==> config.mk <==
export PLATFORM = sky130hd
export DESIGN_NAME = aha_loop_back_mon_flat
export DESIGN_NICKNAME = d
export VERILOG_FILES = /design/src/rtl/aha_loop_back_pkg.sv /design/src/rtl/aha_loop_back_mon_if.sv /design/src/rtl/aha_sync_2ff.sv /design/src/rtl/aha_loop_back_mon.sv /design/src/flat_wrapper.sv
export SDC_FILE = /design/constraint.sdc
export NUM_CORES = 1
export LEC_CHECK = 0
export ABC_AREA = 1
export CAP_MARGIN = 10
export CORE_ASPECT_RATIO = 1.25
export CORE_MARGIN = 2
export CORE_UTILIZATION = 50
export CTS_BUF_LIST = sky130_fd_sc_hd__clkbuf_4 sky130_fd_sc_hd__clkbuf_8
export DETAILED_ROUTE_END_ITERATION = 10
export PLACE_DENSITY_LB_ADDON = 0.15
export RECOVER_POWER = 25
export SLEW_MARGIN = 20
export SYNTH_ARGS = -nofsm -noshare
export SYNTH_HDL_FRONTEND = slang
export SYNTH_HIERARCHICAL = 1
export SYNTH_SLANG_ARGS = --single-unit
==> constraint.sdc <==
create_clock -name CLK -period 6.1 [get_ports CLK]
set_input_delay 1.83 -clock CLK [delete_from_list [all_inputs] [get_ports CLK]]
set_output_delay 1.83 -clock CLK [all_outputs]
set_load 0.1 [all_outputs]
==> src/rtl/aha_loop_back_pkg.sv <==
`default_nettype none
// +----------------------------------------------------------------------+
// | aha_loop_back_pkg                                                     |
// | Shared state types and timing constants for the loopback monitor.     |
// | Revision: 1.0                                                         |
// +----------------------------------------------------------------------+
package aha_loop_back_pkg;

   localparam int SYNC_STAGES  = 2;
   localparam int FLUSH_CYCLES = 3;

   typedef enum logic [0:0] {
      ACTIVE = 1'b0,
      BLANK  = 1'b1
   } sel_state_t;

   typedef enum logic [1:0] {
      M_IDLE  = 2'd0,
      M_FLUSH = 2'd1,
      M_COUNT = 2'd2
   } meas_state_t;

endpackage
`default_nettype wire

==> src/rtl/aha_loop_back_mon_if.sv <==
`default_nettype none
// +----------------------------------------------------------------------+
// | aha_loop_back_mon_if                                                  |
// | Select/measure control and observation bus of the loopback monitor.   |
// | Revision: 1.0                                                         |
// +----------------------------------------------------------------------+
interface aha_loop_back_mon_if #(
   parameter int NUM_CH = 16,
   parameter int SEL_W  = 4,
   parameter int WIN_W  = 16,
   parameter int CNT_W  = 16
);
   logic [NUM_CH-1:0] SIGNALS_IN;
   logic              SEL_REQ;
   logic [SEL_W-1:0]  SEL_CH;
   logic              SEL_ACK;
   logic [SEL_W-1:0]  CUR_SEL;
   logic              MEAS_START;
   logic [WIN_W-1:0]  WINDOW;
   logic              MEAS_BUSY;
   logic              MEAS_DONE;
   logic              MEAS_ABORT;
   logic [CNT_W-1:0]  EDGE_COUNT;
   logic              EDGE_SAT;
   logic              LOOP_BACK;

   modport master (
      output SIGNALS_IN, SEL_REQ, SEL_CH, MEAS_START, WINDOW,
      input  SEL_ACK, CUR_SEL, MEAS_BUSY, MEAS_DONE, MEAS_ABORT,
             EDGE_COUNT, EDGE_SAT, LOOP_BACK
   );

   modport slave (
      input  SIGNALS_IN, SEL_REQ, SEL_CH, MEAS_START, WINDOW,
      output SEL_ACK, CUR_SEL, MEAS_BUSY, MEAS_DONE, MEAS_ABORT,
             EDGE_COUNT, EDGE_SAT, LOOP_BACK
   );
endinterface
`default_nettype wire

==> src/rtl/aha_sync_2ff.sv <==
`default_nettype none
// +----------------------------------------------------------------------+
// | aha_sync_2ff                                                          |
// | Single-bit multi-flop synchroniser with async active-high reset.      |
// | Revision: 1.0                                                         |
// +----------------------------------------------------------------------+
module aha_sync_2ff
   import aha_loop_back_pkg::*;
(
   input  logic clk,
   input  logic rst,
   input  logic i_d,
   output logic o_q
);
   logic [SYNC_STAGES-1:0] r_stage;

   always_ff @(posedge clk or posedge rst) begin
      if (rst) begin
         r_stage <= '0;
      end else begin
         r_stage <= {r_stage[SYNC_STAGES-2:0], i_d};
      end
   end

   assign o_q = r_stage[SYNC_STAGES-1];
endmodule
`default_nettype wire

==> src/rtl/aha_loop_back_mon.sv <==
`default_nettype none
// +----------------------------------------------------------------------+
// | aha_loop_back_mon                                                     |
// | Glitch-guarded loopback channel select plus windowed edge counter.    |
// | Revision: 1.0                                                         |
// +----------------------------------------------------------------------+
module aha_loop_back_mon
   import aha_loop_back_pkg::*;
#(
   parameter int NUM_CH       = 16,
   parameter int SEL_W        = 4,
   parameter int RESET_SEL    = 0,
   parameter int BLANK_CYCLES = 4,
   parameter int WIN_W        = 16,
   parameter int CNT_W        = 16
) (
   input  logic               CLK,
   input  logic               RESET,
   aha_loop_back_mon_if.slave bus
);
   localparam int                  c_bcnt_w     = $clog2(BLANK_CYCLES);
   localparam logic [c_bcnt_w-1:0] c_blank_last = c_bcnt_w'(BLANK_CYCLES - 1);
   localparam logic [WIN_W-1:0]    c_flush_last = WIN_W'(FLUSH_CYCLES - 1);
   localparam logic [CNT_W-1:0]    c_cnt_max    = '1;

   sel_state_t          r_sel_state;
   logic                r_armed;
   logic                r_blank;
   logic                r_sel_ack;
   logic [SEL_W-1:0]    r_cur_sel;
   logic [SEL_W-1:0]    r_pend_sel;
   logic [c_bcnt_w-1:0] r_blank_cnt;

   meas_state_t         r_meas_state;
   logic [WIN_W-1:0]    r_window;
   logic [WIN_W-1:0]    r_phase_cnt;
   logic [CNT_W-1:0]    r_edge_count;
   logic                r_edge_sat;
   logic                r_meas_done;
   logic                r_sync_prev;

   logic w_sel_sig, w_loop_back, w_sync, w_rise, w_accept, w_start, w_busy;

   // Out-of-range selects match no channel and leave the mux output low.
   always_comb begin
      w_sel_sig = 1'b0;
      for (int i = 0; i < NUM_CH; i++) begin
         if (r_cur_sel == SEL_W'(i)) w_sel_sig = bus.SIGNALS_IN[i];
      end
   end

   assign w_loop_back = w_sel_sig & ~r_blank;
   assign w_accept    = (r_sel_state == ACTIVE) && r_armed && bus.SEL_REQ;
   assign w_busy      = (r_meas_state != M_IDLE);
   assign w_start     = bus.MEAS_START && !w_busy && (r_sel_state == ACTIVE) && !w_accept;
   assign w_rise      = w_sync & ~r_sync_prev;

   always_ff @(posedge CLK or posedge RESET) begin
      if (RESET) begin
         r_sel_state <= ACTIVE;
         r_armed     <= 1'b1;
         r_blank     <= 1'b0;
         r_sel_ack   <= 1'b0;
         r_cur_sel   <= SEL_W'(RESET_SEL);
         r_pend_sel  <= SEL_W'(RESET_SEL);
         r_blank_cnt <= '0;
      end else begin
         r_sel_ack <= 1'b0;
         case (r_sel_state)
            ACTIVE: begin
               if (!bus.SEL_REQ) r_armed <= 1'b1;
               if (w_accept) begin
                  r_armed     <= 1'b0;
                  r_pend_sel  <= bus.SEL_CH;
                  r_blank     <= 1'b1;
                  r_blank_cnt <= '0;
                  r_sel_state <= BLANK;
               end
            end
            BLANK: begin
               r_blank_cnt <= r_blank_cnt + c_bcnt_w'(1);
               // Switch the mux one cycle into the blank so the pad is already low.
               if (r_blank_cnt == '0) r_cur_sel <= r_pend_sel;
               if (r_blank_cnt == c_blank_last) begin
                  r_blank     <= 1'b0;
                  r_sel_ack   <= 1'b1;
                  r_sel_state <= ACTIVE;
               end
            end
         endcase
      end
   end

   aha_sync_2ff u_sync (
      .clk (CLK),
      .rst (RESET),
      .i_d (w_loop_back),
      .o_q (w_sync)
   );

   always_ff @(posedge CLK or posedge RESET) begin
      if (RESET) begin
         r_meas_state <= M_IDLE;
         r_window     <= '0;
         r_phase_cnt  <= '0;
         r_edge_count <= '0;
         r_edge_sat   <= 1'b0;
         r_meas_done  <= 1'b0;
         r_sync_prev  <= 1'b0;
      end else begin
         r_meas_done <= 1'b0;
         r_sync_prev <= w_sync;
         if (w_accept && w_busy) begin
            r_meas_state <= M_IDLE;
         end else begin
            case (r_meas_state)
               M_IDLE: begin
                  if (w_start) begin
                     r_meas_state <= M_FLUSH;
                     r_window     <= bus.WINDOW;
                     r_phase_cnt  <= '0;
                     r_edge_count <= '0;
                     r_edge_sat   <= 1'b0;
                  end
               end
               M_FLUSH: begin
                  // Edge history keeps updating here but nothing is counted.
                  r_phase_cnt <= r_phase_cnt + WIN_W'(1);
                  if (r_phase_cnt == c_flush_last) begin
                     r_phase_cnt <= '0;
                     if (r_window == '0) begin
                        r_meas_done  <= 1'b1;
                        r_meas_state <= M_IDLE;
                     end else begin
                        r_meas_state <= M_COUNT;
                     end
                  end
               end
               M_COUNT: begin
                  if (w_rise) begin
                     if (r_edge_count == c_cnt_max) r_edge_sat <= 1'b1;
                     else r_edge_count <= r_edge_count + CNT_W'(1);
                  end
                  r_phase_cnt <= r_phase_cnt + WIN_W'(1);
                  if (r_phase_cnt == r_window - WIN_W'(1)) begin
                     r_meas_done  <= 1'b1;
                     r_meas_state <= M_IDLE;
                  end
               end
               default: r_meas_state <= M_IDLE;
            endcase
         end
      end
   end

   assign bus.SEL_ACK    = r_sel_ack;
   assign bus.CUR_SEL    = r_cur_sel;
   assign bus.MEAS_BUSY  = w_busy;
   assign bus.MEAS_DONE  = r_meas_done;
   assign bus.MEAS_ABORT = w_accept & w_busy;
   assign bus.EDGE_COUNT = r_edge_count;
   assign bus.EDGE_SAT   = r_edge_sat;
   assign bus.LOOP_BACK  = w_loop_back;
endmodule
`default_nettype wire
==> src/flat_wrapper.sv <==
// flat-port wrapper written by rule: the top's interface ports become plain ports
module aha_loop_back_mon_flat import aha_loop_back_pkg::*;
#(
   parameter int NUM_CH       = 16,
   parameter int SEL_W        = 4,
   parameter int RESET_SEL    = 0,
   parameter int BLANK_CYCLES = 4,
   parameter int WIN_W        = 16,
   parameter int CNT_W        = 16
)
  (CLK, RESET, bus_SIGNALS_IN, bus_SEL_REQ, bus_SEL_CH, bus_MEAS_START, bus_WINDOW, bus_SEL_ACK, bus_CUR_SEL, bus_MEAS_BUSY, bus_MEAS_DONE, bus_MEAS_ABORT, bus_EDGE_COUNT, bus_EDGE_SAT, bus_LOOP_BACK);
  aha_loop_back_mon_if #(.NUM_CH(NUM_CH), .SEL_W(SEL_W), .WIN_W(WIN_W), .CNT_W(CNT_W)) bus_i ();
  input  logic CLK;
  input  logic RESET;
  input wire logic [$bits(bus_i.SIGNALS_IN)-1:0] bus_SIGNALS_IN;
  input wire logic [$bits(bus_i.SEL_REQ)-1:0] bus_SEL_REQ;
  input wire logic [$bits(bus_i.SEL_CH)-1:0] bus_SEL_CH;
  input wire logic [$bits(bus_i.MEAS_START)-1:0] bus_MEAS_START;
  input wire logic [$bits(bus_i.WINDOW)-1:0] bus_WINDOW;
  output wire logic [$bits(bus_i.SEL_ACK)-1:0] bus_SEL_ACK;
  output wire logic [$bits(bus_i.CUR_SEL)-1:0] bus_CUR_SEL;
  output wire logic [$bits(bus_i.MEAS_BUSY)-1:0] bus_MEAS_BUSY;
  output wire logic [$bits(bus_i.MEAS_DONE)-1:0] bus_MEAS_DONE;
  output wire logic [$bits(bus_i.MEAS_ABORT)-1:0] bus_MEAS_ABORT;
  output wire logic [$bits(bus_i.EDGE_COUNT)-1:0] bus_EDGE_COUNT;
  output wire logic [$bits(bus_i.EDGE_SAT)-1:0] bus_EDGE_SAT;
  output wire logic [$bits(bus_i.LOOP_BACK)-1:0] bus_LOOP_BACK;
  assign bus_i.SIGNALS_IN = bus_SIGNALS_IN;
  assign bus_i.SEL_REQ = bus_SEL_REQ;
  assign bus_i.SEL_CH = bus_SEL_CH;
  assign bus_i.MEAS_START = bus_MEAS_START;
  assign bus_i.WINDOW = bus_WINDOW;
  assign bus_SEL_ACK = bus_i.SEL_ACK;
  assign bus_CUR_SEL = bus_i.CUR_SEL;
  assign bus_MEAS_BUSY = bus_i.MEAS_BUSY;
  assign bus_MEAS_DONE = bus_i.MEAS_DONE;
  assign bus_MEAS_ABORT = bus_i.MEAS_ABORT;
  assign bus_EDGE_COUNT = bus_i.EDGE_COUNT;
  assign bus_EDGE_SAT = bus_i.EDGE_SAT;
  assign bus_LOOP_BACK = bus_i.LOOP_BACK;
  aha_loop_back_mon #(.NUM_CH(NUM_CH), .SEL_W(SEL_W), .RESET_SEL(RESET_SEL), .BLANK_CYCLES(BLANK_CYCLES), .WIN_W(WIN_W), .CNT_W(CNT_W)) u_core (.CLK(CLK), .RESET(RESET), .bus(bus_i));
endmodule
# After elaboration in Yosys (flattened, before gate mapping)
# Index checks and enable logic that the tools add are counted.
[classes]
muxes = 49
add_sub_neg = 4
n_eq_ne = 31
bitwise = 7
reduce_logical = 24
[ops]
columns = ["cell", "n"]
rows = [
  ["$mux W16", 4],
  ["$pmux W16 S3", 1],
  ["$add A16 B1 Y16 const B", 2],
  ["$eq A4 B4 Y1 const B", 8],
  ["$pmux W16 S2", 1],
  ["$mux W1", 31],
  ["$eq A16 B16 Y1", 1],
  ["$eq A16 B16 Y1 const B", 1],
  ["$eq A16 B2 Y1 const B", 1],
  ["$eq A4 B3 Y1 const B", 4],
  ["$logic_not A16 Y1", 1],
  ["$sub A16 B1 Y16 const B", 1],
  ["$mux W2", 6],
  ["$ne A2 B1 Y1 const B", 5],
  ["$reduce_and A5 Y1", 2],
  ["$ne A3 B1 Y1 const B", 3],
  ["$reduce_and A3 Y1", 3],
  ["$eq A4 B2 Y1 const B", 2],
  ["$pmux W1 S2", 4],
  ["$reduce_and A2 Y1", 4],
  ["$logic_and A1 B1 Y1", 6],
  ["$pmux W2 S3", 1],
  ["$eq A2 B2 Y1 const B", 2],
  ["$eq A4 B1 Y1 const B", 1],
  ["other kinds (11)", 20],
]
[totals]
ff_bits = 69
out_inout_bits = 26

# Depth between registers and ports, before layout
[logic_depth]
depth_word = 18
ltp_mapped = 17

# Modules after synthesis
# The synthesis kept the hierarchy.
[by_module_without_submodules]
columns = ["mod", "instances", "seq_area_each_um2", "cells_each", "area_each_um2"]
rows = [
  ["aha_loop_back_mon", 1, 1677.9, 570, 4277.9],
  ["aha_sync_2ff", 1, 50.0, 3, 53.8],
]

# Least setup slack after synthesis
# OpenSTA, ideal clock, no wires.
[synth_path]
path_type = "input port to output port"
startpoint = "input port bus_SIGNALS_IN[6]"
endpoint = "output port bus_LOOP_BACK"
arrival_ns = 3.080
n_path_buf = 0
required_time_ns = 4.270
setup_slack_ns = 1.190
path_stages = 8
path_cell_list = "o21ai_0 > o22ai_1 > nand2_1 > nand2_1 > o221ai_1 > nand3_1 > o211ai_1 > inv_1"
[synth_between]
elab_chain_cells = 11
[synth_rtl]
columns = ["item", "line_no", "source"]
rows = [
  ["from (decl)", "flat_wrapper.sv:15", "input wire logic [$bits(bus_i.SIGNALS_IN)-1:0] bus_SIGNALS_IN;"],
  ["$mux W1 (10 in series)", "aha_loop_back_mon.sv:48", "if (r_cur_sel == SEL_W'(i)) w_sel_sig = bus.SIGNALS_IN[i];"],
  ["$and A1 B1 Y1", "aha_loop_back_mon.sv:52", "assign w_loop_back = w_sel_sig & ~r_blank;"],
  ["to (decl)", "flat_wrapper.sv:27", "output wire logic [$bits(bus_i.LOOP_BACK)-1:0] bus_LOOP_BACK;"],
]
# Every way passes these cells.

# Worst setup path in the final report
[layout_path]
startpoint = "input port bus_SEL_REQ"
endpoint = "output port bus_MEAS_ABORT"
[layout_between]
elab_chain_cells = 2
[layout_rtl]
columns = ["item", "line_no", "source"]
rows = [
  ["from (decl)", "flat_wrapper.sv:16", "input wire logic [$bits(bus_i.SEL_REQ)-1:0] bus_SEL_REQ;"],
  ["$logic_and A1 B1 Y1", "aha_loop_back_mon.sv:53", "assign w_accept = (r_sel_state == ACTIVE) && r_armed && bus.SEL_REQ;"],
  ["$and A1 B1 Y1", "aha_loop_back_mon.sv:160", "assign bus.MEAS_ABORT = w_accept & w_busy;"],
  ["to (decl)", "flat_wrapper.sv:24", "output wire logic [$bits(bus_i.MEAS_ABORT)-1:0] bus_MEAS_ABORT;"],
]
# Every way passes these cells.

==> impl_metrics.py <==
metrics = {
    "outcome": {
        "outcome": "completed",
    },
    "final_layout": {
        "regArea_mm2": 0.001728,
        "diodes": 0,
        "nNetsFinal": 692,
        "drive_gt1_share_pct": 11.61,
        "n_fill_cell": 743,
        "syn_to_final_growth_pct": 20.68,
        "fin_util_pct": 62.73,
        "final_cells": 743,
        "multiInputGateArea_mm2": 0.002256,
    },
    "worst_setup_path": {
        "critPathMaxStageDelay_ns": 0.55,
        "worst-path-buf-inv": 3,
        "r2r-start": "u_core/r_meas_state[0]$_DFFE_PP0P_",
        "r2r_cells": 13,
        "end_kind": "output pin",
        "cp-startpoint": "bus_SEL_REQ",
        "crit_fanout": 9,
        "regToRegEndpoint": "u_core/bus.EDGE_COUNT[11]$_DFFE_PP0P_",
        "critPathRequiredTime_ns": 4.27,
        "critical-path-top-delay-family": "buffers and inverters",
        "start_kind": "input pin",
        "arrival_ns": 3.53,
        "crit_chain": "dlygate4sd3_1 > nand2_1 > nor2_1 > inv_1 > nor2_2 > buf_4",
        "critical_path_class": "input pin to output pin",
        "r2r_setup_slack_ns": 3.75,
        "crit_path_top_delay_cell": "dlygate4sd3_1",
    },
    "floorplanning": {
        "die_area_mm2": 0.009429,
        "num_rows": 37,
        "io_pins": 66,
        "die_w_um": 87.25,
        "core-area_mm2": 0.008333,
        "start_util_pct": 51.98,
        "fp.dieH_um": 108.1,
    },
    "placed_design": {
        "post-dp-hpwl_mm": 7.420,
        "dp_cells": 727,
        "io_buffer_count": 65,
        "routabilityCongestion": 0.8990,
    },
    "grt": {
        "grt.total_usage_pct": 22.16,
        "grt_max_degree": 43,
        "antenna_found_initial": 0,
        "grt_pass1_wl_mm": 16.37,
        "grt_overflow_total": 0,
        "grt_pass1_vias": 3647,
    },
    "min_path": {
        "hp-start": "u_core/u_sync/r_stage[0]$_DFF_PP0_",
        "hold-path-endpoint": "u_core/u_sync/r_stage[1]$_DFF_PP0_",
        "hold_path.class": "flip-flop to flip-flop",
        "whs_path_depth": 0,
    },
    "yosys": {
        "yosys.area_share.adder_pct": 3.177,
        "synth_top_family_by_area": "simple AND/OR/NAND/NOR gates",
        "yosys-top-cells-count": "nand2_1 (137), nor2_1 (72), dfrtp_1 (68)",
        "synth_edf_count": 0,
        "synth-main-ff-cell": "dfrtp_1",
        "synth_nets": 624,
        "synth.largest_area_cell": "dfrtp_1",
        "netlist_area_mm2": 0.004332,
        "synthArstFlopShare_pct": 100.0,
        "synth_most_common_cell": "nand2_1",
        "synth.distinct_cells": 45,
        "ys.warnings.count": 6,
        "synth_top_cell_area_share_pct": 39.28,
        "synth_seq_cells": 69,
        "synth_area_leaders": "dfrtp_1 (39%), nand2_1 (12%), nor2_1 (6.2%)",
        "yosysSeqAreaShare_pct": 39.89,
        "netlist_instances": 573,
        "yosys.area_share.simple_pct": 34.92,
        "synth_compound_area_share_pct": 11.15,
        "synthMuxAreaShare_pct": 1.040,
        "avgSynthCellArea_um2": 7.560,
        "synth_xor_xnor_area_share_pct": 2.224,
    },
    "clock_tree": {
        "cts-buffers-inserted": 9,
        "cts_sinks": 69,
        "htreeDepth": 3,
        "cts_resized": 0,
        "path_clk_slew_ns": 0.07,
        "cts_setup_buffers": 0,
        "worstSkewPairLatency_ns": 0.35,
        "cts_hold_buffers": 0,
        "root_buffer": "clkbuf_8",
        "tritoncts": "built",
        "cts_buffer_depth": 2,
    },
    "timing": {
        "slew_viol_final": 0,
        "fmax_mhz": 186.5,
        "relSlewSlack_pct": 34.21,
        "fin_crit_ns": 5.363,
        "final.setup_skew_ns": 0.006731,
        "setup_viol": 0,
        "hold_viol": 0,
        "fin_tns_setup_ns": 0,
        "period_share_pct": 87.91,
        "rsz0062_at_grt": "no",
        "tightest_slew_ns": 0.9837,
    },
    "detailed_routing": {
        "drc": 0,
        "first_pass_iters": 4,
        "wl_per_cell_um": 13.20,
        "vias": 3910,
        "final_antenna_net_count": 0,
        "viasPerCell": 5.262,
        "drt_wl_total_mm": 9.806,
        "drt_iter0_drc": 168,
    },
    "power_and_ir_drop": {
        "ir_worst_vdd_mv": 0.1614,
        "finalPower_mw": 2.136,
        "powerDensity_mw_per_mm2": 408.7,
        "power.leakage_nw": 2.398,
    },
    "job": {
        "maxCapViolCount": 0,
    },
}
==> worst reg2reg max path: cells and delay by family (launching register included) <==
kind,cells,cell delay (ns)
compound gates,2,0.34
fa+ha+maj,1,0.31
buf+inv,2,0.31
flops,1,0.42
simple gates,8,0.87
==> registers in the layout (all words and copies together), names as in the netlist, 2 cells and up <==
signal,count
u_core/r_window,16
u_core/u_sync/r_stage,2
u_core/r_blank_cnt,2
u_core/bus.EDGE_COUNT,16
u_core/r_meas_state,2
u_core/bus.CUR_SEL,4
u_core/r_phase_cnt,16
u_core/r_pend_sel,4
==> final cells by class <==
| type | count | share of cell area, % |
|---|---|---|
| tap | 97 | 2.322 |
| inverter | 73 | 5.242 |
| timing repair buffer | 66 | 12.49 |
| multi-input combinational | 422 | 43.15 |
| clock buffer | 11 | 2.776 |
| clock inverter | 5 | 0.9574 |
| sequential | 69 | 33.05 |
==> through the flow <==
stage / hold WS, ns / cell area [um^2] / worst slack (ns)
6_report: 0.3633 / 5228 / 0.7372
5_1_grt: 0.3700 / 5228 / 0.5647
4_1_cts: 0.3647 / 5246 / 0.9077
3_5_place_dp: 0.3380 / 5051 / 0.9105
3_3_place_gp: 0.3502 / 5051 / 0.9918
2_1_floorplan: 0.3312 / 4332 / 1.190
==> logic make-up (layout without fill, tap and decap cells) <==
kind of cell,Yosys count,in the layout
muxes,4,4
xor gates and xnor gates,11,11
and+or+nand+nor,313,313
AOI/OAI and AO/OA,83,83
DFF,69,69
buffers and inverters,82,155
adders and majority gates,11,11
==> cell usage in the layout (no fill, tap or decap), types with 5 or more instances in the layout <==
cell	instances
nand2_1	137
nor2_1	74
dfrtp_1	68
inv_1	66
clkdlybuf4s50_1	61
nand3_1	38
a21oi_1	31
o21ai_0	27
nor2_2	11
ha_1	11
clkbuf_8	10
nand2_2	10
nor3_1	10
inv_2	7
nand4_1	7
xor2_1	6
nor2_4	5
nor4_1	5
xnor2_1	5
nor3_2	5
==> where the power goes <==
part	internal [mW]	total, mW	leakage, nW	switching (mW)
registers	0.579	0.708	0.880	0.129
clock network	0.202	0.376	0.106	0.175
logic	0.308	1.05	1.41	0.744
total	1.09	2.14	2.40	1.05
==> how the worst max path moves through the flow <==
stage                           endpoint  depth (start not counted)
after detailed placement   bus_LOOP_BACK                         10
after floorplan            bus_LOOP_BACK                          8
after global placement     bus_LOOP_BACK                         10
after global routing      bus_MEAS_ABORT                          6
after CTS                  bus_LOOP_BACK                         10
final                     bus_MEAS_ABORT                          6
==> per-layer routing <==
metal	vias to the layer above	track usage [%]	wire (um)
met2	88	35.98	4857
li1	1995	-	-
met3	24	4.046	428
met4	0	11.65	335
met5	-	0	0
met1	1803	27.83	4185
Power figures use the tool's default switching activity.
